**src/rtl/mult_pkg.sv**
```systemverilog
// Shared types for the multiplier arbiter: FSM encoding and the requester-id width helper.
package mult_pkg;

    typedef enum logic [2:0] {
        ST_IDLE  = 3'd0,
        ST_START = 3'd1,
        ST_WAIT  = 3'd2,
        ST_PAD   = 3'd3,
        ST_RESP  = 3'd4
    } state_e;

    function automatic int id_width(input int n);
        return (n > 1) ? $clog2(n) : 1;
    endfunction

endpackage

```
**src/rtl/mult_arbiter_multiplier.sv**
```systemverilog
// Shift-add sequential multiplier; stops as soon as the remaining multiplier bits are zero,
// so latency is operand dependent (at most WIDTH+2 cycles after start).
module Multiplier #(
    parameter int WIDTH = 16
) (
    input  logic               clk,
    input  logic               rst,
    input  logic               start,
    input  logic [WIDTH-1:0]   multiplier,
    input  logic [WIDTH-1:0]   multiplicand,
    output logic [2*WIDTH-1:0] product,
    output logic               productDone
);

    logic [2*WIDTH-1:0] acc_q;
    logic [2*WIDTH-1:0] mcand_q;
    logic [WIDTH-1:0]   mplier_q;
    logic               run_q;
    logic               done_q;

    always_ff @(posedge clk) begin
        if (rst) begin
            acc_q    <= '0;
            mcand_q  <= '0;
            mplier_q <= '0;
            run_q    <= 1'b0;
            done_q   <= 1'b0;
        end else begin
            done_q <= 1'b0;
            if (start) begin
                acc_q    <= '0;
                mcand_q  <= {{WIDTH{1'b0}}, multiplicand};
                mplier_q <= multiplier;
                run_q    <= 1'b1;
            end else if (run_q) begin
                if (mplier_q == '0) begin
                    run_q  <= 1'b0;
                    done_q <= 1'b1;
                end else begin
                    if (mplier_q[0]) acc_q <= acc_q + mcand_q;
                    mcand_q  <= mcand_q << 1;
                    mplier_q <= mplier_q >> 1;
                end
            end
        end
    end

    assign product     = acc_q;
    assign productDone = done_q;

endmodule

```
**src/rtl/mult_arbiter.sv**
```systemverilog
// Round-robin arbiter sharing one sequential Multiplier among NUM_REQ requesters,
// with optional latency padding so completion time does not leak operand values.
//   state    | meaning
//   ST_IDLE  | wait for a request; grant round-robin winner, latch operands/id
//   ST_START | one-cycle start pulse to the Multiplier, clear latency counter
//   ST_WAIT  | count cycles until productDone, capture product
//   ST_PAD   | keep counting until PAD_LAT is reached
//   ST_RESP  | hold the response until resp_ready
module mult_arbiter
    import mult_pkg::*;
#(
    parameter int WIDTH   = 16,
    parameter int NUM_REQ = 4,
    parameter int PAD_LAT = 0
) (
    input  logic                            clk,
    input  logic                            rst,
    input  logic [NUM_REQ-1:0]              req_valid,
    output logic [NUM_REQ-1:0]              req_ready,
    input  logic [NUM_REQ*WIDTH-1:0]        req_multiplier,
    input  logic [NUM_REQ*WIDTH-1:0]        req_multiplicand,
    output logic                            resp_valid,
    input  logic                            resp_ready,
    output logic [id_width(NUM_REQ)-1:0]    resp_id,
    output logic [2*WIDTH-1:0]              resp_product,
    output logic                            busy
);

    localparam int ID_W  = id_width(NUM_REQ);
    localparam int CNT_W = $clog2(PAD_LAT + 2) + 1;
    localparam logic [CNT_W-1:0] PAD_C = CNT_W'(PAD_LAT);

    state_e             state_q, state_d;
    logic [ID_W-1:0]    rr_q, id_q, win_idx, cand;
    logic [WIDTH-1:0]   a_q, b_q;
    logic [2*WIDTH-1:0] prod_q;
    logic [CNT_W-1:0]   cnt_q;
    logic               found, grant;
    logic               mul_start, mul_done;
    logic [2*WIDTH-1:0] mul_product;

    Multiplier #(.WIDTH(WIDTH)) u_mul (
        .clk          (clk),
        .rst          (rst),
        .start        (mul_start),
        .multiplier   (a_q),
        .multiplicand (b_q),
        .product      (mul_product),
        .productDone  (mul_done)
    );

    // Search starts one past the last grant so every requester is served in turn.
    always_comb begin
        found   = 1'b0;
        win_idx = '0;
        cand    = '0;
        for (int k = 1; k <= NUM_REQ; k++) begin
            cand = ID_W'((int'(rr_q) + k) % NUM_REQ);
            if (!found && req_valid[cand]) begin
                found   = 1'b1;
                win_idx = cand;
            end
        end
    end

    assign grant = (state_q == ST_IDLE) && found;

    always_ff @(posedge clk) begin
        if (rst) state_q <= ST_IDLE;
        else     state_q <= state_d;
    end

    always_comb begin
        state_d = state_q;
        unique case (state_q)
            ST_IDLE:  if (found) state_d = ST_START;
            ST_START: state_d = ST_WAIT;
            ST_WAIT:  if (mul_done) state_d = (PAD_LAT == 0 || cnt_q >= PAD_C) ? ST_RESP : ST_PAD;
            ST_PAD:   if (cnt_q >= PAD_C) state_d = ST_RESP;
            ST_RESP:  if (resp_ready) state_d = ST_IDLE;
            default:  state_d = ST_IDLE;
        endcase
    end

    always_comb begin
        req_ready = '0;
        if (grant && !rst) req_ready[win_idx] = 1'b1;
        mul_start    = (state_q == ST_START);
        busy         = (state_q != ST_IDLE);
        resp_valid   = (state_q == ST_RESP);
        resp_id      = id_q;
        resp_product = prod_q;
    end

    always_ff @(posedge clk) begin
        if (rst) begin
            rr_q   <= ID_W'(NUM_REQ - 1);
            id_q   <= '0;
            a_q    <= '0;
            b_q    <= '0;
            prod_q <= '0;
            cnt_q  <= '0;
        end else begin
            if (grant) begin
                rr_q <= win_idx;
                id_q <= win_idx;
                a_q  <= req_multiplier[win_idx*WIDTH +: WIDTH];
                b_q  <= req_multiplicand[win_idx*WIDTH +: WIDTH];
            end
            if (state_q == ST_START) cnt_q <= '0;
            else if ((state_q == ST_WAIT || state_q == ST_PAD) && cnt_q != '1) cnt_q <= cnt_q + 1'b1;
            if (state_q == ST_WAIT && mul_done) prod_q <= mul_product;
        end
    end

endmodule

```
**config.mk**
```make
export PLATFORM = sky130hd
export DESIGN_NAME = mult_arbiter
export DESIGN_NICKNAME = d
export VERILOG_FILES = /design/src/rtl/mult_pkg.sv /design/src/rtl/mult_arbiter_multiplier.sv /design/src/rtl/mult_arbiter.sv
export SDC_FILE = /design/constraint.sdc
export NUM_CORES = 1
export LEC_CHECK = 0
export CAP_MARGIN = 20
export CORE_ASPECT_RATIO = 1.75
export CORE_MARGIN = 2
export CORE_UTILIZATION = 30
export DETAILED_ROUTE_END_ITERATION = 10
export PLACE_DENSITY = 0.56
export SLEW_MARGIN = 5
export SYNTH_ARGS = -nofsm -noshare
export SYNTH_HDL_FRONTEND = slang
export SYNTH_HIERARCHICAL = 1
export SYNTH_SLANG_ARGS = --single-unit
```
**constraint.sdc**
```tcl
create_clock -name clk -period 4 [get_ports clk]
set_input_delay 0.6 -clock clk [delete_from_list [all_inputs] [get_ports clk]]
set_output_delay 0.6 -clock clk [all_outputs]
set_load 0.02 [all_outputs]
```
# Word level (Yosys, flattened, before mapping)
# Index checks and enable logic that the tools add are counted.
[word_totals]
ff_bits = 155
latch_bits = 0
ramBits = 0
mem_bits_ro = 0
in_bits = 135
output_inout_bits = 40
n_memories = 0
[classes]
addsub = 6
multipliers = 0
div = 0
order_cmp = 7
eq_ne = 10
shifts = 2
muxes = 34
bitwise = 2
reduce_logical = 23
[ops]
columns = ["op", "count"]
rows = [
  ["$shiftx 64x7->16", 2],
  ["$mux 16", 6],
  ["$add 32x32->32", 1],
  ["$logic_not 16->1", 1],
  ["$lt 2x3->1 const B", 5],
  ["$pmux 3 s5", 1],
  ["$mux 1", 13],
  ["$mux 3", 4],
  ["$bmux 1 s2", 4],
  ["$logic_and 1x1->1", 8],
  ["$mux 2", 4],
  ["$ne 2x2->1 const B", 4],
  ["$add 2x1->2 const B", 3],
  ["$eq 3x2->1 const B", 2],
  ["$add 2x2->2 const B", 2],
  ["$ge 2x1->1 const B", 2],
  ["$logic_not 1->1", 4],
  ["$mux 4", 1],
  ["$ne 2x1->1 const B", 2],
  ["$reduce_and 2->1", 2],
  ["$reduce_and 4->1", 1],
  ["$eq 3x1->1 const B", 1],
  ["$eq 3x3->1 const B", 1],
  ["$logic_not 3->1", 1],
  ["8 further kinds", 9],
]

# Depth between registers and ports, before layout
# Gate-level depths: netlist (run 1).
[depth]
depth_word = 18
ltp_mapped = 10
depth_no_buf = 10

# By module
# The synthesis (run 1) kept the hierarchy.
[by_module_without_submodules]
columns = ["mod", "n_inst", "cells_per_inst", "area_per_inst_um2"]
rows = [
  ["Multiplier", 1, 676, 4873.4],
  ["mult_arbiter", 1, 419, 3686.0],
]

# Worst setup path after synthesis (run 1)
# Ideal clock, no wire load.
[synth_path]
kind = "reg-to-reg"
from = "register u_mul.acc_q[0] (netlist: u_mul/product[0])"
to = "register u_mul.acc_q[30] (netlist: u_mul/product[30])"
setup_time_ns = 0.074
arrival_ns = 2.569
required_time_ns = 3.926
slack_ns = 1.357
path_stages_with_launch = 11
path_buffers = 0
cell_sequence = "dfxtp_1 > ha_1 > fa_1 > a21o_1 > a221o_1 > a21oi_4 > o2111ai_2 > a31oi_2 > a221oi_1 > or3_1 > a31oi_1"
[synth_between]
elab_chain_len = 1
[synth_rtl]
columns = ["element", "line_no", "text"]
rows = [
  ["start, declared", "mult_arbiter_multiplier.sv:15", "logic [2*WIDTH-1:0] acc_q;"],
  ["start signal, assigned", "mult_arbiter_multiplier.sv:40", "if (mplier_q[0]) acc_q <= acc_q + mcand_q;"],
  ["$add 32x32->32", "mult_arbiter_multiplier.sv:40", ""],
]
# No other way between the ends.
# A chain may end at the register's enable or synchronous reset.

# Worst setup path after layout (run 1)
[layout_path]
from = "input port req_valid[1]"
to = "output port req_ready[2]"
[layout_between]
elab_chain_len = 17
elab_cells_between_ends = 30
[layout_rtl]
columns = ["element", "line_no", "text"]
rows = [
  ["start, declared", "mult_arbiter.sv:18", "input logic [NUM_REQ-1:0] req_valid,"],
  ["$bmux 1 s2", "mult_arbiter.sv:59", "if (!found && req_valid[cand]) begin"],
  ["$mux 1 (implied by the code)", "mult_arbiter.sv:59", ""],
  ["$mux 1", "mult_arbiter.sv:59", ""],
  ["$logic_not 1->1", "mult_arbiter.sv:59", ""],
  ["$logic_and 1x1->1", "mult_arbiter.sv:59", ""],
  ["$mux 1", "mult_arbiter.sv:59", ""],
  ["$logic_not 1->1", "mult_arbiter.sv:59", ""],
  ["$logic_and 1x1->1", "mult_arbiter.sv:59", ""],
  ["$mux 1", "mult_arbiter.sv:59", ""],
  ["$logic_not 1->1", "mult_arbiter.sv:59", ""],
  ["$logic_and 1x1->1", "mult_arbiter.sv:59", ""],
  ["$mux 2", "mult_arbiter.sv:59", ""],
  ["$lt 2x3->1 (implied by the code) or $ge 2x1->1 (tied branches)", "mult_arbiter.sv:87", "if (grant && !rst) req_ready[win_idx] = 1'b1;"],
  ["$logic_and 1x1->1 (implied by the code)", "mult_arbiter.sv:87", ""],
  ["$mux 1 (implied by the code)", "mult_arbiter.sv:87", ""],
  ["$demux 1 s2", "mult_arbiter.sv:87", ""],
  ["$mux 4 *", "mult_arbiter.sv:87", ""],
  ["end, declared", "mult_arbiter.sv:19", "output logic [NUM_REQ-1:0] req_ready,"],
]
# Mark *: on every way between the ends. The rest lies on a longest branch, timed or not. The select of a mux whose other input is x is not followed.

==> flow_summary.json, run 1 <==
{
  "synthMostInstantiatedCell": "sky130_fd_sc_hd__nand2_1",
  "drc": 0,
  "drt-vias-per-instance": 5.085,
  "drt-pass1-iter-count": 4,
  "core_area_sq_um": 27970,
  "antenna_found_initial": 0,
  "hold_vio_cnt_final": 0,
  "clock_power_share_pct": 38.0,
  "timing.critical_path.required_ns": 3.40,
  "postPlaceCellArea_sq_um": 10540,
  "slew_limit_headroom_pct": 48.25,
  "globalplace.congestion": 0.9255,
  "path_max_fanout": 8,
  "post_cts_hold_buffer_count": 0,
  "area.sequential_sq_um": 3063,
  "sum_of_routed_wire_segments_on_met1_microns": 10370,
  "gr-total-overflow": 0,
  "grt_setup_unrepaired": "no",
  "die_area_sq_um": 29950,
  "slowest_stage_cell_crit_path": "sky130_fd_sc_hd__clkdlybuf4s50_1",
  "clock_latency_ns": 0.43,
  "multiInputGateArea_sq_um": 5107,
  "filler_cell_count": 2957,
  "cts_tree": "done",
  "finalSetupViolations": 0,
  "drv.max_cap_violation_count": 0,
  "cts-root-buf": "sky130_fd_sc_hd__clkbuf_16",
  "synth.avg_cell_area_sq_um": 7.817,
  "synth-edff-count": 0,
  "largest_vdd_supply_drop_uv": 334.5,
  "drive_above_1_share_pct": 6.564,
  "final_max_slew_viol_count": 0,
  "die_h_microns": 227.5,
  "wl_met3_microns": 884,
  "final_cell_area_sq_um": 11170,
  "cts_max_path_buffers": 2,
  "top_level_ports": 175,
  "critical_path_arrival_ns": 2.68,
  "nNetsFinal": 1388,
  "finalCritPeriodShare_pct": 81.99,
  "detailed_route_wl_microns": 25080,
  "switching_power_of_the_nets_w": 0.001351,
  "internal_power_w": 0.003200,
  "layout_area_growth_over_synthesis_pct": 30.51,
  "synthCells": 1095,
  "yosys_register_bits": 153,
  "tightestPinTransition_ns": 0.7762,
  "tritoncts.num_buffers": 17,
  "ant_nets": 0,
  "ys_warn_count": 6,
  "tns_ns": 0,
  "ys_async_sr_fraction_pct": 0,
  "status": "finished clean",
  "postCtsSetupRepairBufs": 0,
  "seqPwrFrac_pct": 39.0,
  "synth.cell_area_sq_um": 8559,
  "place_hpwl_microns": 18210,
  "synth.cells.most_frequent": "sky130_fd_sc_hd__nand2_1 (224), sky130_fd_sc_hd__a21oi_1 (177), sky130_fd_sc_hd__dfxtp_1 (153)",
  "grt_first_pass_wirelength_microns": 40710,
  "initial_core_util_pct": 30.60,
  "swShare_pct": 29.68,
  "first_global_vias": 8108,
  "post_synth_main_area_contributors": "sky130_fd_sc_hd__dfxtp_1 (36%), sky130_fd_sc_hd__a21oi_1 (10%), sky130_fd_sc_hd__nand2_1 (9.8%), sky130_fd_sc_hd__ha_1 (4.5%), sky130_fd_sc_hd__mux2i_1 (4.3%)",
  "finalWorstSetupSlack_ns": 0.7203,
  "yosysTopAreaCell": "sky130_fd_sc_hd__dfxtp_1",
  "floorplan.die.width_microns": 131.7,
  "power_frac_comb_pct": 23.0,
  "drt_first_iter_violations": 281,
  "syn-num-nets": 1262,
  "yosysTopAreaCellShare_pct": 35.78,
  "cts_repair_resize_count": 0,
  "synth.lib_cells_used.distinct": 69,
  "cts.sink_count": 153,
  "path_cells": "clkdlybuf4s50_1, nor2_1, a21o_2, nor2_1, o2111a_1, clkdlybuf4s50_1",
  "finClkSkew_ns": 0.01037,
  "dp_slack_ns": 0.7251,
  "worstSetupPathType": "in -> out",
  "ys.flop_type": "sky130_fd_sc_hd__dfxtp_1",
  "cts_htree_levels": 4,
  "clk_transition_reported_paths_ns": 0.06,
  "synth-seq-area-share_pct": 35.78,
  "final_routed_wire_length_divided_by_cell_count_microns": 15.61,
  "critPathMaxStageDelay_ns": 0.66,
  "grt_start_max_net_pins": 67,
  "endpoint_kind": "primary output",
  "maxUsedRoutingLayer": "met4",
  "power_density_normalized_to_cell_area_nw_per_um2": 407.4,
  "placementRows": 81,
  "total_met2_wirelength_after_detailed_routing_microns": 13250,
  "vias": 8172,
  "placement.io_buffers": 174,
  "post-route-min-period_ns": 3.280,
  "hold_class": "reg -> reg",
  "antennaDiodeCount": 0,
  "power_leakage_nw": 4.092,
  "max_freq_ghz": 0.3049,
  "globalRouteTotalUtil_pct": 16.76,
  "timing.critical_path.from_type": "input pin"
}
[cell type report]
class	instances	share of cell area, %
Sequential cell	153	27.42
Clock buffer	22	4.155
Timing Repair Buffer	188	16.62
Inverter	12	0.4032
Multi-Input combinational cell	849	45.72
Clock inverter	10	1.501
Tap cell	373	4.178
[metrics by stage]
stage | total power [W] | util (%) | std cells | hold WS (ns)
after floorplan | 0.002508 | - | 1095 | 0.4271
after global placement | 0.002854 | 37.68 | 1575 | 0.4435
after detailed placement | 0.002869 | 37.68 | 1575 | 0.4480
after CTS | 0.004620 | 39.94 | 1607 | 0.4568
after global routing | 0.004794 | 39.94 | 1607 | 0.4762
final | 0.004551 | 39.94 | 1607 | 0.4515
[path summary, 6_finish.rpt]
path / start / to / slack (ns) / cells past startpoint
setup / recovery: req_valid[1] / req_ready[2] / 0.72 / 6
hold / removal: resp_product[11] / resp_product[11] / 0.45 / 2
setup reg to reg: u_mul/product[0] / u_mul/product[30] / 1.09 / 10
hold reg to reg: resp_product[11] / resp_product[11] / 0.45 / 2
[registers in the layout (all words and copies together) (netlist names), 3 cells and up]
signal          cells
u_mul/mplier_q     16
b_q                16
a_q                16
state_q             3
u_mul/product      32
u_mul/mcand_q      32
resp_product       32
[power groups by stage]
| stage | registers [W] | clock network [W] | logic (W) |
|---|---|---|---|
| 6_report | 0.00177 | 0.00173 | 0.00105 |
| 4_1_cts | 0.00178 | 0.00178 | 0.00106 |
| 2_1_floorplan | 0.00176 | 0 | 0.000743 |
| 5_1_grt | 0.00180 | 0.00183 | 0.00116 |
| 3_3_place_gp | 0.00181 | 0 | 0.00104 |
| 3_5_place_dp | 0.00181 | 0 | 0.00106 |
[routing by layer]
| metal | GRT usage, % | up-vias |
|---|---|---|
| met5 | 0 | - |
| met4 | 6.452 | 0 |
| met3 | 2.850 | 37 |
| met2 | 32.41 | 176 |
| met1 | 18.06 | 3816 |
| li1 | - | 4143 |
[cell usage in the layout (no fill, tap or decap), types with 6 or more instances in the layout]
cell type,netlist,final
sky130_fd_sc_hd__or2_2,9,9
sky130_fd_sc_hd__nand2b_1,7,7
sky130_fd_sc_hd__nor2_1,65,65
sky130_fd_sc_hd__a221oi_2,10,10
sky130_fd_sc_hd__a21oi_1,177,177
sky130_fd_sc_hd__a21o_1,13,13
sky130_fd_sc_hd__ha_1,31,31
sky130_fd_sc_hd__mux2i_1,37,37
sky130_fd_sc_hd__nor4_1,6,6
sky130_fd_sc_hd__xor2_1,7,7
sky130_fd_sc_hd__nand3_1,10,10
sky130_fd_sc_hd__a221oi_1,24,24
sky130_fd_sc_hd__clkdlybuf4s50_1,0,173
sky130_fd_sc_hd__xnor2_1,14,14
sky130_fd_sc_hd__nor3_1,9,9
sky130_fd_sc_hd__o22ai_1,35,35
sky130_fd_sc_hd__inv_1,12,12
sky130_fd_sc_hd__nand4_1,8,8
sky130_fd_sc_hd__nand2_1,224,224
sky130_fd_sc_hd__buf_4,1,14
sky130_fd_sc_hd__dfxtp_1,153,153
sky130_fd_sc_hd__o21ai_0,23,23
sky130_fd_sc_hd__clkbuf_16,0,17
sky130_fd_sc_hd__or3_1,6,6
sky130_fd_sc_hd__or2_0,26,26
sky130_fd_sc_hd__o21bai_1,36,36
[critical path: cells and delay by family]
family	cells	cell delay, ns
buffers and inverters	2	1.26
AO/OA/AOI/OAI	2	0.45
AND/OR/NAND/NOR	2	0.36
[kinds of logic (layout without fill, tap and decap cells)]
family,after synthesis,after routing,share of synthesized area (%)
AOI/OAI and AO/OA,363,363,27.54
xor gates and xnor gates,21,21,2.149
adders and majority gates,32,32,4.765
buffers and inverters,93,232,4.853
DFF,153,153,35.78
muxes,37,37,4.327
and+or+nand+nor,396,396,20.58
Note: power is estimated with default switching activity, not from simulation.
==> run 2: changes to the inputs <==
clock period = 3.3 ns   (was 4 ns; I/O delays follow)
==> flow_summary.json, run 2 (same netlist as run 1, synthesis figures left out) <==
{
  "clock_power_share_pct": 36.9,
  "finalCritPeriodShare_pct": 92.35,
  "floorplan.die.width_microns": 131.7,
  "detailed_route_wl_microns": 24850,
  "timing.critical_path.required_ns": 2.80,
  "postPlaceCellArea_sq_um": 10580,
  "cts_htree_levels": 4,
  "worstReg2RegEnd": "u_mul/product[30]",
  "grt_first_pass_wirelength_microns": 40310,
  "cts.sink_count": 153,
  "clock_latency_ns": 0.43,
  "initial_core_util_pct": 30.60,
  "timing.critical_path.from_type": "register",
  "drive_above_1_share_pct": 6.780,
  "r2r_setup_slack_ns": 0.41,
  "tritoncts.num_buffers": 17,
  "power_frac_comb_pct": 23.3,
  "power_leakage_nw": 4.122,
  "finClkSkew_ns": 0.008352,
  "most-common-layout-cells": "sky130_fd_sc_hd__nand2_1 (224), sky130_fd_sc_hd__a21oi_1 (177), sky130_fd_sc_hd__clkdlybuf4s50_1 (173), sky130_fd_sc_hd__dfxtp_1 (153), sky130_fd_sc_hd__nor2_1 (65)",
  "grt_start_max_net_pins": 105,
  "layout_area_growth_over_synthesis_pct": 30.62,
  "final_cell_count_no_fill": 1612,
  "drt_first_iter_violations": 269,
  "antennaDiodeCount": 0,
  "gr-total-overflow": 0,
  "clk_transition_reported_paths_ns": 0.06,
  "cts-root-buf": "sky130_fd_sc_hd__clkbuf_16",
  "worstSetupPathType": "reg -> out",
  "path_max_fanout": 8,
  "tightestPinTransition_ns": 1.094,
  "hold-path-cell-count": 2,
  "drc": 0,
  "ant_nets": 0,
  "grt_setup_unrepaired": "no",
  "p_total_w": 0.005403,
  "die_h_microns": 227.5,
  "internal_power_w": 0.003824,
  "critical_path.reg2reg.startpoint": "u_mul/product[0]",
  "die_area_sq_um": 29950,
  "final_max_slew_viol_count": 0,
  "status": "finished clean",
  "placed_cells_incl_taps": 1581,
  "placementRows": 81,
  "layout.cells.most_common": "sky130_fd_sc_hd__nand2_1",
  "postCtsSetupRepairBufs": 0,
  "critical_path_arrival_ns": 2.55,
  "placement.io_buffers": 174,
  "max_freq_ghz": 0.3281,
  "endpoint_kind": "primary output",
  "origin_of_the_worst_setup_path": "state_q[0]",
  "reg2reg_depth": 10,
  "top_level_ports": 175,
  "first_global_vias": 8106,
  "largest_vdd_supply_drop_uv": 330.4,
  "globalRouteTotalUtil_pct": 16.67,
  "finalSetupViolations": 0,
  "swShare_pct": 29.22,
  "place_hpwl_microns": 18480,
  "globalplace.congestion": 0.8790,
  "drt-vias-per-instance": 5.000,
  "final_routed_wire_length_divided_by_cell_count_microns": 15.41,
  "tns_ns": 0,
  "slew_limit_headroom_pct": 27.08,
  "hold_class": "in -> reg",
  "nNetsFinal": 1394,
  "drt-pass1-iter-count": 6,
  "cts_max_path_buffers": 2,
  "cts_repair_resize_count": 0,
  "power_density_normalized_to_cell_area_nw_per_um2": 483.2,
  "fin_worst_hold_slack_ns": 0.3154,
  "post-route-min-period_ns": 3.048,
  "final_cell_area_sq_um": 11180,
  "core_area_sq_um": 27970,
  "switching_power_of_the_nets_w": 0.001579,
  "hold_vio_cnt_final": 0,
  "vias": 8060,
  "drv.max_cap_violation_count": 0,
  "antenna_found_initial": 0,
  "seqPwrFrac_pct": 39.8,
  "worst_setup_path_endpoint": "req_ready[2]",
  "post_cts_hold_buffer_count": 0,
  "cts_tree": "done"
}
-- run 2: cell types whose count changed in the layout (fill, tap and decap cells not counted) --
cell,before,now
sky130_fd_sc_hd__and3_2,1,0
sky130_fd_sc_hd__clkbuf_1,3,4
sky130_fd_sc_hd__clkinvlp_4,4,1
sky130_fd_sc_hd__bufinv_16,4,3
sky130_fd_sc_hd__and3_1,4,5
sky130_fd_sc_hd__clkinv_4,2,1
sky130_fd_sc_hd__clkinv_2,0,2
sky130_fd_sc_hd__clkbuf_8,2,3
sky130_fd_sc_hd__buf_4,14,20
-- run 2: area by class of cell --
type / count / area, sq um
fillers: 2913 / 16790
multi-input cells: 849 / 5106
flip-flops and latches: 153 / 3063
repair buffers: 194 / 1902
clock buffers: 24 / 481.7
well taps: 373 / 466.7
clock inverters: 7 / 116.4
inverters: 12 / 45.04
-- run 2: worst max-delay path, cell delays in order (launching register included) --
cell and delay (ns):
sky130_fd_sc_hd__dfxtp_1 0.37, sky130_fd_sc_hd__or3_1 0.52, sky130_fd_sc_hd__a21o_2 0.24, sky130_fd_sc_hd__nor2_1 0.18, sky130_fd_sc_hd__o2111a_1 0.21, sky130_fd_sc_hd__clkdlybuf4s50_1 0.60
-- run 2: stage by stage --
step | setup WS [ns] | util, %
5_1_grt | 0.1362 | 39.97
6_report | 0.2524 | 39.97
3_5_place_dp | 0.3618 | 37.83
3_3_place_gp | 0.3964 | 37.83
4_1_cts | 0.2118 | 39.97
2_1_floorplan | 0.6568 | -
-- run 2: routing by layer --
| layer | GRT usage (%) | up-vias | part of all wire, % |
|---|---|---|---|
| li1 | - | 4161 | - |
| met1 | 17.91 | 3671 | 41 |
| met2 | 32.26 | 191 | 54 |
| met3 | 2.605 | 37 | 3.1 |
| met4 | 6.837 | 0 | 2.5 |
| met5 | 0 | - | 0 |
-- run 2: power groups by stage --
stage,sequential (W),combinational [W],clock [W]
floorplan,0.00214,0.000901,0
finish,0.00215,0.00126,0.00199
global route,0.00218,0.00140,0.00212
CTS,0.00215,0.00128,0.00206
global placement,0.00219,0.00126,0
detailed placement,0.00219,0.00127,0
-- run 2: worst min-delay path by stage --
stage | endpoint | slack (ns) | start
floorplan | u_mul/productDone | 0.43 | u_mul/run_q
detailed placement | resp_product[17] | 0.45 | resp_product[17]
finish | state_q[0] | 0.32 | rst
CTS | state_q[0] | 0.30 | rst
global placement | resp_product[14] | 0.45 | resp_product[14]
global route | state_q[0] | 0.31 | rst
